### src/rtl/vga_timing_pmod_if.sv
// Pixel-timing bus between the VGA timing generator and downstream pattern logic.
// The generator side is master: it takes run enable and pixel colour, and drives timing and the PMOD byte.
interface vga_timing_pmod_if #(
  parameter int unsigned CNT_W   = 11,
  parameter int unsigned FRAME_W = 8
);
  logic               en;
  logic [5:0]         rgb;
  logic               pix_en;
  logic [CNT_W-1:0]   hpos;
  logic [CNT_W-1:0]   vpos;
  logic               display_on;
  logic               line_start;
  logic               frame_start;
  logic [FRAME_W-1:0] frame_count;
  logic [7:0]         vga_pmod;

  modport master (
    input  en, rgb,
    output pix_en, hpos, vpos, display_on, line_start, frame_start,
           frame_count, vga_pmod
  );

  modport slave (
    output en, rgb,
    input  pix_en, hpos, vpos, display_on, line_start, frame_start,
           frame_count, vga_pmod
  );
endinterface

### src/rtl/vga_timing_pmod.sv
// Parametrised VGA timing generator with a registered, blanked TinyVGA PMOD output stage.
// Counters advance on pixel ticks from a clock divider; the PMOD byte lags the counters by one tick.
module vga_timing_pmod #(
  parameter int unsigned H_ACTIVE  = 640,
  parameter int unsigned H_FP      = 16,
  parameter int unsigned H_SYNC    = 96,
  parameter int unsigned H_BP      = 48,
  parameter int unsigned V_ACTIVE  = 480,
  parameter int unsigned V_FP      = 10,
  parameter int unsigned V_SYNC    = 2,
  parameter int unsigned V_BP      = 33,
  parameter bit          HSYNC_POL = 1'b0,
  parameter bit          VSYNC_POL = 1'b0,
  parameter int unsigned CLK_DIV   = 1,
  parameter int unsigned CNT_W     = 11,
  parameter int unsigned FRAME_W   = 8
) (
  input  logic               clk,
  input  logic               rst,
  vga_timing_pmod_if.master  bus
);

  localparam int unsigned H_TOTAL = H_ACTIVE + H_FP + H_SYNC + H_BP;
  localparam int unsigned V_TOTAL = V_ACTIVE + V_FP + V_SYNC + V_BP;
  localparam int unsigned DIV_W   = (CLK_DIV > 1) ? $clog2(CLK_DIV) : 1;

  localparam logic [DIV_W-1:0] DIV_LAST = DIV_W'(CLK_DIV - 1);
  localparam logic [CNT_W-1:0] H_LAST   = CNT_W'(H_TOTAL - 1);
  localparam logic [CNT_W-1:0] V_LAST   = CNT_W'(V_TOTAL - 1);

  // Window bounds are one bit wider so a sync or active region ending exactly at 2^CNT_W still compares correctly.
  localparam logic [CNT_W:0] H_VIS  = (CNT_W+1)'(H_ACTIVE);
  localparam logic [CNT_W:0] HS_BEG = (CNT_W+1)'(H_ACTIVE + H_FP);
  localparam logic [CNT_W:0] HS_END = (CNT_W+1)'(H_ACTIVE + H_FP + H_SYNC);
  localparam logic [CNT_W:0] V_VIS  = (CNT_W+1)'(V_ACTIVE);
  localparam logic [CNT_W:0] VS_BEG = (CNT_W+1)'(V_ACTIVE + V_FP);
  localparam logic [CNT_W:0] VS_END = (CNT_W+1)'(V_ACTIVE + V_FP + V_SYNC);

  localparam logic [7:0] PMOD_RST = {~HSYNC_POL, 3'b000, ~VSYNC_POL, 3'b000};

  logic [DIV_W-1:0]   div_q,   div_d;
  logic [CNT_W-1:0]   hpos_q,  hpos_d;
  logic [CNT_W-1:0]   vpos_q,  vpos_d;
  logic [FRAME_W-1:0] frame_q, frame_d;
  logic [7:0]         pmod_q,  pmod_d;

  logic             pix_en;
  logic             h_wrap;
  logic             v_wrap;
  logic [CNT_W:0]   hpos_ext;
  logic [CNT_W:0]   vpos_ext;
  logic             display_on;
  logic             hsync_act;
  logic             vsync_act;
  logic             hsync;
  logic             vsync;
  logic [5:0]       rgb_m;

  always_comb begin
    pix_en     = bus.en && (div_q == DIV_LAST);
    h_wrap     = (hpos_q == H_LAST);
    v_wrap     = (vpos_q == V_LAST);
    hpos_ext   = {1'b0, hpos_q};
    vpos_ext   = {1'b0, vpos_q};
    display_on = (hpos_ext < H_VIS) && (vpos_ext < V_VIS);
    hsync_act  = (hpos_ext >= HS_BEG) && (hpos_ext < HS_END);
    vsync_act  = (vpos_ext >= VS_BEG) && (vpos_ext < VS_END);
    hsync      = hsync_act ? HSYNC_POL : ~HSYNC_POL;
    vsync      = vsync_act ? VSYNC_POL : ~VSYNC_POL;
    rgb_m      = display_on ? bus.rgb : '0;
  end

  always_comb begin
    div_d   = div_q;
    hpos_d  = hpos_q;
    vpos_d  = vpos_q;
    frame_d = frame_q;
    pmod_d  = pmod_q;
    if (bus.en) begin
      div_d = (div_q == DIV_LAST) ? '0 : div_q + DIV_W'(1);
    end
    if (pix_en) begin
      hpos_d = h_wrap ? '0 : hpos_q + CNT_W'(1);
      if (h_wrap) begin
        vpos_d = v_wrap ? '0 : vpos_q + CNT_W'(1);
        if (v_wrap) begin
          frame_d = frame_q + FRAME_W'(1);
        end
      end
      // PMOD bit order is {hsync,B0,G0,R0,vsync,B1,G1,R1}; rgb is {R1,R0,G1,G0,B1,B0}.
      pmod_d = {hsync, rgb_m[0], rgb_m[2], rgb_m[4],
                vsync, rgb_m[1], rgb_m[3], rgb_m[5]};
    end
  end

  always_ff @(posedge clk) begin
    if (rst) begin
      div_q   <= '0;
      hpos_q  <= '0;
      vpos_q  <= '0;
      frame_q <= '0;
      pmod_q  <= PMOD_RST;
    end else begin
      div_q   <= div_d;
      hpos_q  <= hpos_d;
      vpos_q  <= vpos_d;
      frame_q <= frame_d;
      pmod_q  <= pmod_d;
    end
  end

  assign bus.pix_en      = pix_en;
  assign bus.hpos        = hpos_q;
  assign bus.vpos        = vpos_q;
  assign bus.display_on  = display_on;
  assign bus.line_start  = pix_en && (hpos_q == '0);
  assign bus.frame_start = pix_en && (hpos_q == '0) && (vpos_q == '0);
  assign bus.frame_count = frame_q;
  assign bus.vga_pmod    = pmod_q;

endmodule

### src/flat_wrapper.sv
// flat-port wrapper written by rule: the top's interface ports become plain ports
module vga_timing_pmod_flat 
#(
  parameter int unsigned H_ACTIVE  = 640,
  parameter int unsigned H_FP      = 16,
  parameter int unsigned H_SYNC    = 96,
  parameter int unsigned H_BP      = 48,
  parameter int unsigned V_ACTIVE  = 480,
  parameter int unsigned V_FP      = 10,
  parameter int unsigned V_SYNC    = 2,
  parameter int unsigned V_BP      = 33,
  parameter bit          HSYNC_POL = 1'b0,
  parameter bit          VSYNC_POL = 1'b0,
  parameter int unsigned CLK_DIV   = 1,
  parameter int unsigned CNT_W     = 11,
  parameter int unsigned FRAME_W   = 8
)
  (clk, rst, bus_en, bus_rgb, bus_pix_en, bus_hpos, bus_vpos, bus_display_on, bus_line_start, bus_frame_start, bus_frame_count, bus_vga_pmod);
  vga_timing_pmod_if #(.CNT_W(CNT_W), .FRAME_W(FRAME_W)) bus_i ();
  input  logic clk;
  input  logic rst;
  input wire logic [$bits(bus_i.en)-1:0] bus_en;
  input wire logic [$bits(bus_i.rgb)-1:0] bus_rgb;
  output wire logic [$bits(bus_i.pix_en)-1:0] bus_pix_en;
  output wire logic [$bits(bus_i.hpos)-1:0] bus_hpos;
  output wire logic [$bits(bus_i.vpos)-1:0] bus_vpos;
  output wire logic [$bits(bus_i.display_on)-1:0] bus_display_on;
  output wire logic [$bits(bus_i.line_start)-1:0] bus_line_start;
  output wire logic [$bits(bus_i.frame_start)-1:0] bus_frame_start;
  output wire logic [$bits(bus_i.frame_count)-1:0] bus_frame_count;
  output wire logic [$bits(bus_i.vga_pmod)-1:0] bus_vga_pmod;
  assign bus_i.en = bus_en;
  assign bus_i.rgb = bus_rgb;
  assign bus_pix_en = bus_i.pix_en;
  assign bus_hpos = bus_i.hpos;
  assign bus_vpos = bus_i.vpos;
  assign bus_display_on = bus_i.display_on;
  assign bus_line_start = bus_i.line_start;
  assign bus_frame_start = bus_i.frame_start;
  assign bus_frame_count = bus_i.frame_count;
  assign bus_vga_pmod = bus_i.vga_pmod;
  vga_timing_pmod #(.H_ACTIVE(H_ACTIVE), .H_FP(H_FP), .H_SYNC(H_SYNC), .H_BP(H_BP), .V_ACTIVE(V_ACTIVE), .V_FP(V_FP), .V_SYNC(V_SYNC), .V_BP(V_BP), .HSYNC_POL(HSYNC_POL), .VSYNC_POL(VSYNC_POL), .CLK_DIV(CLK_DIV), .CNT_W(CNT_W), .FRAME_W(FRAME_W)) u_core (.clk(clk), .rst(rst), .bus(bus_i));
endmodule
### config.mk
export PLATFORM = sky130hd
export DESIGN_NAME = vga_timing_pmod_flat
export DESIGN_NICKNAME = d
export VERILOG_FILES = /design/src/rtl/vga_timing_pmod_if.sv /design/src/rtl/vga_timing_pmod.sv /design/src/flat_wrapper.sv
export SDC_FILE = /design/constraint.sdc
export NUM_CORES = 1
export LEC_CHECK = 0
export ABC_AREA = 1
export ABC_CLOCK_PERIOD_IN_PS = 2100
export CAP_MARGIN = 25
export CORE_ASPECT_RATIO = 0.7
export CORE_MARGIN = 5
export CORE_UTILIZATION = 35
export CTS_CLUSTER_DIAMETER = 40
export CTS_CLUSTER_SIZE = 28
export DETAILED_ROUTE_END_ITERATION = 6
export GPL_TIMING_DRIVEN = 0
export PLACE_DENSITY = 0.61
export SLEW_MARGIN = 20
export SYNTH_ARGS = -nofsm -noshare
export SYNTH_HDL_FRONTEND = slang
export SYNTH_SLANG_ARGS = --single-unit
### constraint.sdc
create_clock -name clk -period 2.1 [get_ports clk]
set_input_delay 0.315 -clock clk [delete_from_list [all_inputs] [get_ports clk]]
set_output_delay 0.315 -clock clk [all_outputs]
set_load 0.01 [all_outputs]
Yosys cells after proc, flatten, opt, wreduce, memory -nomap -nowiden. Index checks and enable logic that the tools add are counted.

Reductions and logical operators: 10. Bitwise logic cells: 1. Add/sub/neg operators: 4. Equality and inequality tests: 2. Mux-type cells: 6. Magnitude comparators: 6.

Operators by type and width (number): adder 11 x 1 -> 11 bit (second input constant) (2); equality test 11 x 10 -> 1 bit (second input constant) (2); zero test 11 bit (2); < comparator 11 x 10 -> 1 bit (second input constant) (2); < comparator 11 x 9 -> 1 bit (second input constant) (2); two-way mux 11 bit (2); >= comparator 11 x 10 -> 1 bit (second input constant) (1); >= comparator 11 x 9 -> 1 bit (second input constant) (1); adder 8 x 1 -> 8 bit (second input constant) (1); logical AND 1 bit (6); two-way mux 6 bit (1); two-way mux 1 bit (3); AND reduction 3 bit (1); AND reduction 2 bit (1); adder 1 bit (second input constant) (1); NOT 1 bit (1).

Bits in registers: 39. Output and inout bits: 42. Bits of input ports: 9. Word-level logic and storage cells: 34.

Depth between registers and ports, before layout.
Depth in word-level cells: 4. Mapped depth: 11. Gate-level depth less buffers: 11.

Worst setup path before layout. Ideal clock, no wire load.

Kind: input to output. Start: in bus_en. End: out bus_frame_start. Data arrival time: 1276 ps. Buffers on the path: 1. Path slack: 509 ps. Data required time: 1785 ps. Stages: 6. Cells stage by stage: buf_2 -> inv_2 -> nor2_1 -> nand2_1 -> nor3_1 -> and3_1.

Word-level cells in the longest chain between the ends: 3.

Ends and longest elaborated chain: start: declaration (RTL line flat_wrapper.sv:22) `input wire logic [$bits(bus_i.en)-1:0] bus_en;`; logical AND 1 bit (RTL line vga_timing_pmod.sv:60) `pix_en = bus.en && (div_q == DIV_LAST);`; logical AND 1 bit; named net bus_line_start (RTL line flat_wrapper.sv:28) `output wire logic [$bits(bus_i.line_start)-1:0] bus_line_start;`; logical AND 1 bit (RTL line vga_timing_pmod.sv:117) `assign bus.frame_start = pix_en && (hpos_q == '0) && (vpos_q == '0);`; end: declaration (RTL line flat_wrapper.sv:29) `output wire logic [$bits(bus_i.frame_start)-1:0] bus_frame_start;`.

The timed path passes the listed nets, and every way through them passes these cells.

Worst setup path after layout.
Start: reg u_core.hpos_q[4], in the netlist u_core.bus.hpos[4]. End: out bus_line_start.

Word-level cells in the longest chain between the ends: 2.

Ends and longest elaborated chain: start: declaration (RTL line vga_timing_pmod.sv:42) `logic [CNT_W-1:0] hpos_q, hpos_d;`; start signal: assignment (RTL line vga_timing_pmod.sv:105) `hpos_q <= hpos_d;`; zero test 11 bit (RTL line vga_timing_pmod.sv:116) `assign bus.line_start = pix_en && (hpos_q == '0);`; logical AND 1 bit (RTL line vga_timing_pmod.sv:116); end: declaration (RTL line flat_wrapper.sv:28).

Every way passes these cells.

==> results.toml <==
[global_routing]
grt_overflow = 0
grt_pass1_vias = 1946
grt_pass1_wl_mm = 9.44
grt_max_degree = 11
antenna_found_initial = 0
track_usage_pct = 15.1

[timing]
fmax_mhz = 502
grt_setup_unrepaired = "no"
finalHoldViolCount = 0
finalSetupTns_ps = 0
slew_violations = 0
timing.final.ws_setup_ps = 107
skew_ps = 4.44
period_needed_ps = 1990
min_period_over_period_pct = 94.9
relSlewSlack_pct = 69.0
setup_viol = 0
tightest_slew_ps = 463

[clock_tree]
cts_tree = "done"
cts.path.max_buffers = 2
cts_max_level = 2
cts_buffers = 5
clock-sinks = 38
cts.clk_slew.worst_paths_ps = 70
clock-root-buffer = "clkbuf_8"
holdBufCountCts = 0
clock_latency_ps = 290

[route]
wl_met1_mm = 2.96
ant_nets = 0
top_layer_used = "met4"
via_per_inst = 4.80
met2_wirelength_mm = 2.27
wl_per_cell_um = 12.5
wl_met3_um = 481
dr.pass1.iters = 4
routed_wl_mm = 5.80
drtIter0Drc = 133
vias = 2224
drc_errors = 0

[logic_synthesis]
synth-seq-cells = 38
synth_nets = 342
async_flop_share_pct = 0
syn_area_per_cell_um2 = 6.59
synth-seq-area-share_pct = 35.3
synth_flop_cell = "dfxtp_1"
ys_warn_count = 0
ys_types = 31
synthCells = 327
synth_area_mm2 = 0.00215
synth-edff-count = 0

[place]
post_dp_cell_area_mm2 = 0.00275
dp.cells = 452
port_buffers = 50
dp_hpwl_mm = 4.58
gp_congestion = 0.898
place_ws_ps = -611

[cells_and_area]
finalNetCount = 403
final_cells = 463
area_growth_pct = 32.6
insertedDiodeCount = 0
layout-drive-gt1-share_pct = 11.1
design_area_mm2 = 0.00286

[run_status]
status = "finished, final reports clean"

[die]
std_cell_rows = 23
die_y_um = 75.6
ioPinCount = 51
die_x_um = 104
dieArea_mm2 = 0.00785
initial_core_util_pct = 36.9
core_mm2 = 0.00584

[critical_path]
worstPathCellList = "buf_2 -> inv_1 -> nand4_1 -> nor3_2 -> buf_4 -> buf_4 -> dlygate4sd2_1"
r2r_cells = 11
crit_slowest_cell = "dfxtp_1"
max_stage_delay_ps = 310
path_class = "reg -> out"
worst-endpoint-required_ps = 1780
crit_buf_inv = 5
path_max_fanout = 8
crit_cells = 7
crit_top_cell = "buf_4"
crit_family = "buffers and inverters"
end_kind = "output port"
crit_arrival_ps = 1680
critical_path.startpoint_type = "flop"

[min_path]
whs_path_depth = 2
hold_path_class = "reg -> reg"

[pwr]
peakVddDrop_uv = 219
power.total_w = 0.00136
power.density_mw_per_mm2 = 475
leakagePower_nw = 1.21

[job]
max_cap_violations = 0
## synthesized netlist by cell type, types with 2 or more instances
| master | number | area share [%] |
|---|---|---|
| nand3_2 | 4 | 1.9 |
| ha_1 | 6 | 3.5 |
| o21ai_1 | 3 | 0.70 |
| dfxtp_1 | 38 | 35 |
| nand2_2 | 5 | 1.5 |
| inv_2 | 8 | 1.4 |
| nand2_1 | 71 | 12 |
| nand4_1 | 5 | 1.5 |
| nor3_1 | 5 | 1.2 |
| o21ai_0 | 14 | 3.3 |
| nand3b_1 | 2 | 0.70 |
| nand3_1 | 32 | 7.4 |
| buf_2 | 4 | 0.93 |
| nor2_4 | 6 | 3.1 |
| inv_1 | 38 | 6.6 |
| nor2_1 | 55 | 9.6 |
| a21oi_1 | 17 | 3.9 |
## final timing paths
check	startpoint	to	slack, ps
setup / recovery	u_core.bus.hpos[4]	bus_line_start	110
setup reg to reg	u_core.bus.vpos[0]	u_core.bus.vpos[10]	430
hold reg to reg	u_core.bus.vga_pmod[3]	u_core.bus.vga_pmod[3]	500
hold / removal	u_core.bus.vga_pmod[3]	u_core.bus.vga_pmod[3]	500
## power by group
part | internal [W] | leakage, nW | total, W | switching, W
sequential | 0.000733 | 0.308 | 0.000743 | 0.0000101
combinational | 0.0000691 | 0.864 | 0.000135 | 0.0000656
clock | 0.000229 | 0.0383 | 0.000480 | 0.000251
## logic make-up (layout without fill, tap and decap cells)
family | after synthesis | after routing | share of synthesized area, %
AO/OA/AOI/OAI | 37 | 37 | 9.00
XOR/XNOR | 1 | 1 | 0.407
adder cells (fa/ha/maj) | 6 | 6 | 3.48
buffers and inverters | 54 | 115 | 10.2
flip-flops | 38 | 38 | 35.3
AND/OR/NAND/NOR | 191 | 191 | 41.6
## through the flow
| step | util [%] | hold WS [ps] |
|---|---|---|
| final | 48.9 | 504 |
| after global routing | 48.9 | 533 |
| after CTS | 48.9 | 502 |
| after detailed placement | 47.1 | 480 |
| after global placement | 47.1 | 477 |
| after floorplan | - | 384 |
## cell usage in the layout (no fill, tap or decap), types with 6 or more instances in the layout
cell type        netlist  routed
o21ai_0               14      14
inv_2                  8       8
nand2_1               71      71
inv_1                 38      38
nor2_1                55      55
dfxtp_1               38      38
nand3_1               32      32
nor2_4                 6       6
ha_1                   6       6
a21oi_1               17      17
clkdlybuf4s50_1        0      46
## metal layers
layer  vias to the layer above  GRT usage (%)
met4                         0           6.18
met3                         8           4.40
met1                       981           21.4
met5                         -              0
li1                       1167              -
met2                        68           21.5
## tightest hold or removal path: stages (launching register included)
cell	delay, ps
dfxtp_1	350
a21oi_1	70
nand2_1	60
## state kept, by name (all words and copies together), names as in the netlist
| register | flops |
|---|---|
| u_core.bus.vga_pmod | 8 |
| u_core.bus.vpos | 11 |
| u_core.bus.frame_count | 8 |
| u_core.bus.hpos | 11 |
## repair_timing
| item | CTS | global route |
|---|---|---|
| gates resized for setup | 7 | 2 |
| setup buffers | 3 | 1 |
| endpoints found under the setup margin | 3 | 1 |
| pin swaps | 2 | 1 |
## area by class of cell
type	instances	area, µm²
well taps	75	93.8
flip-flops and latches	38	761
plain buffers	7	48.8
repair buffers	54	522
fillers	587	2980
clock buffers	7	76.3
inverters	47	176
multi-input cells	235	1180
Power figures use the tool's default switching activity.
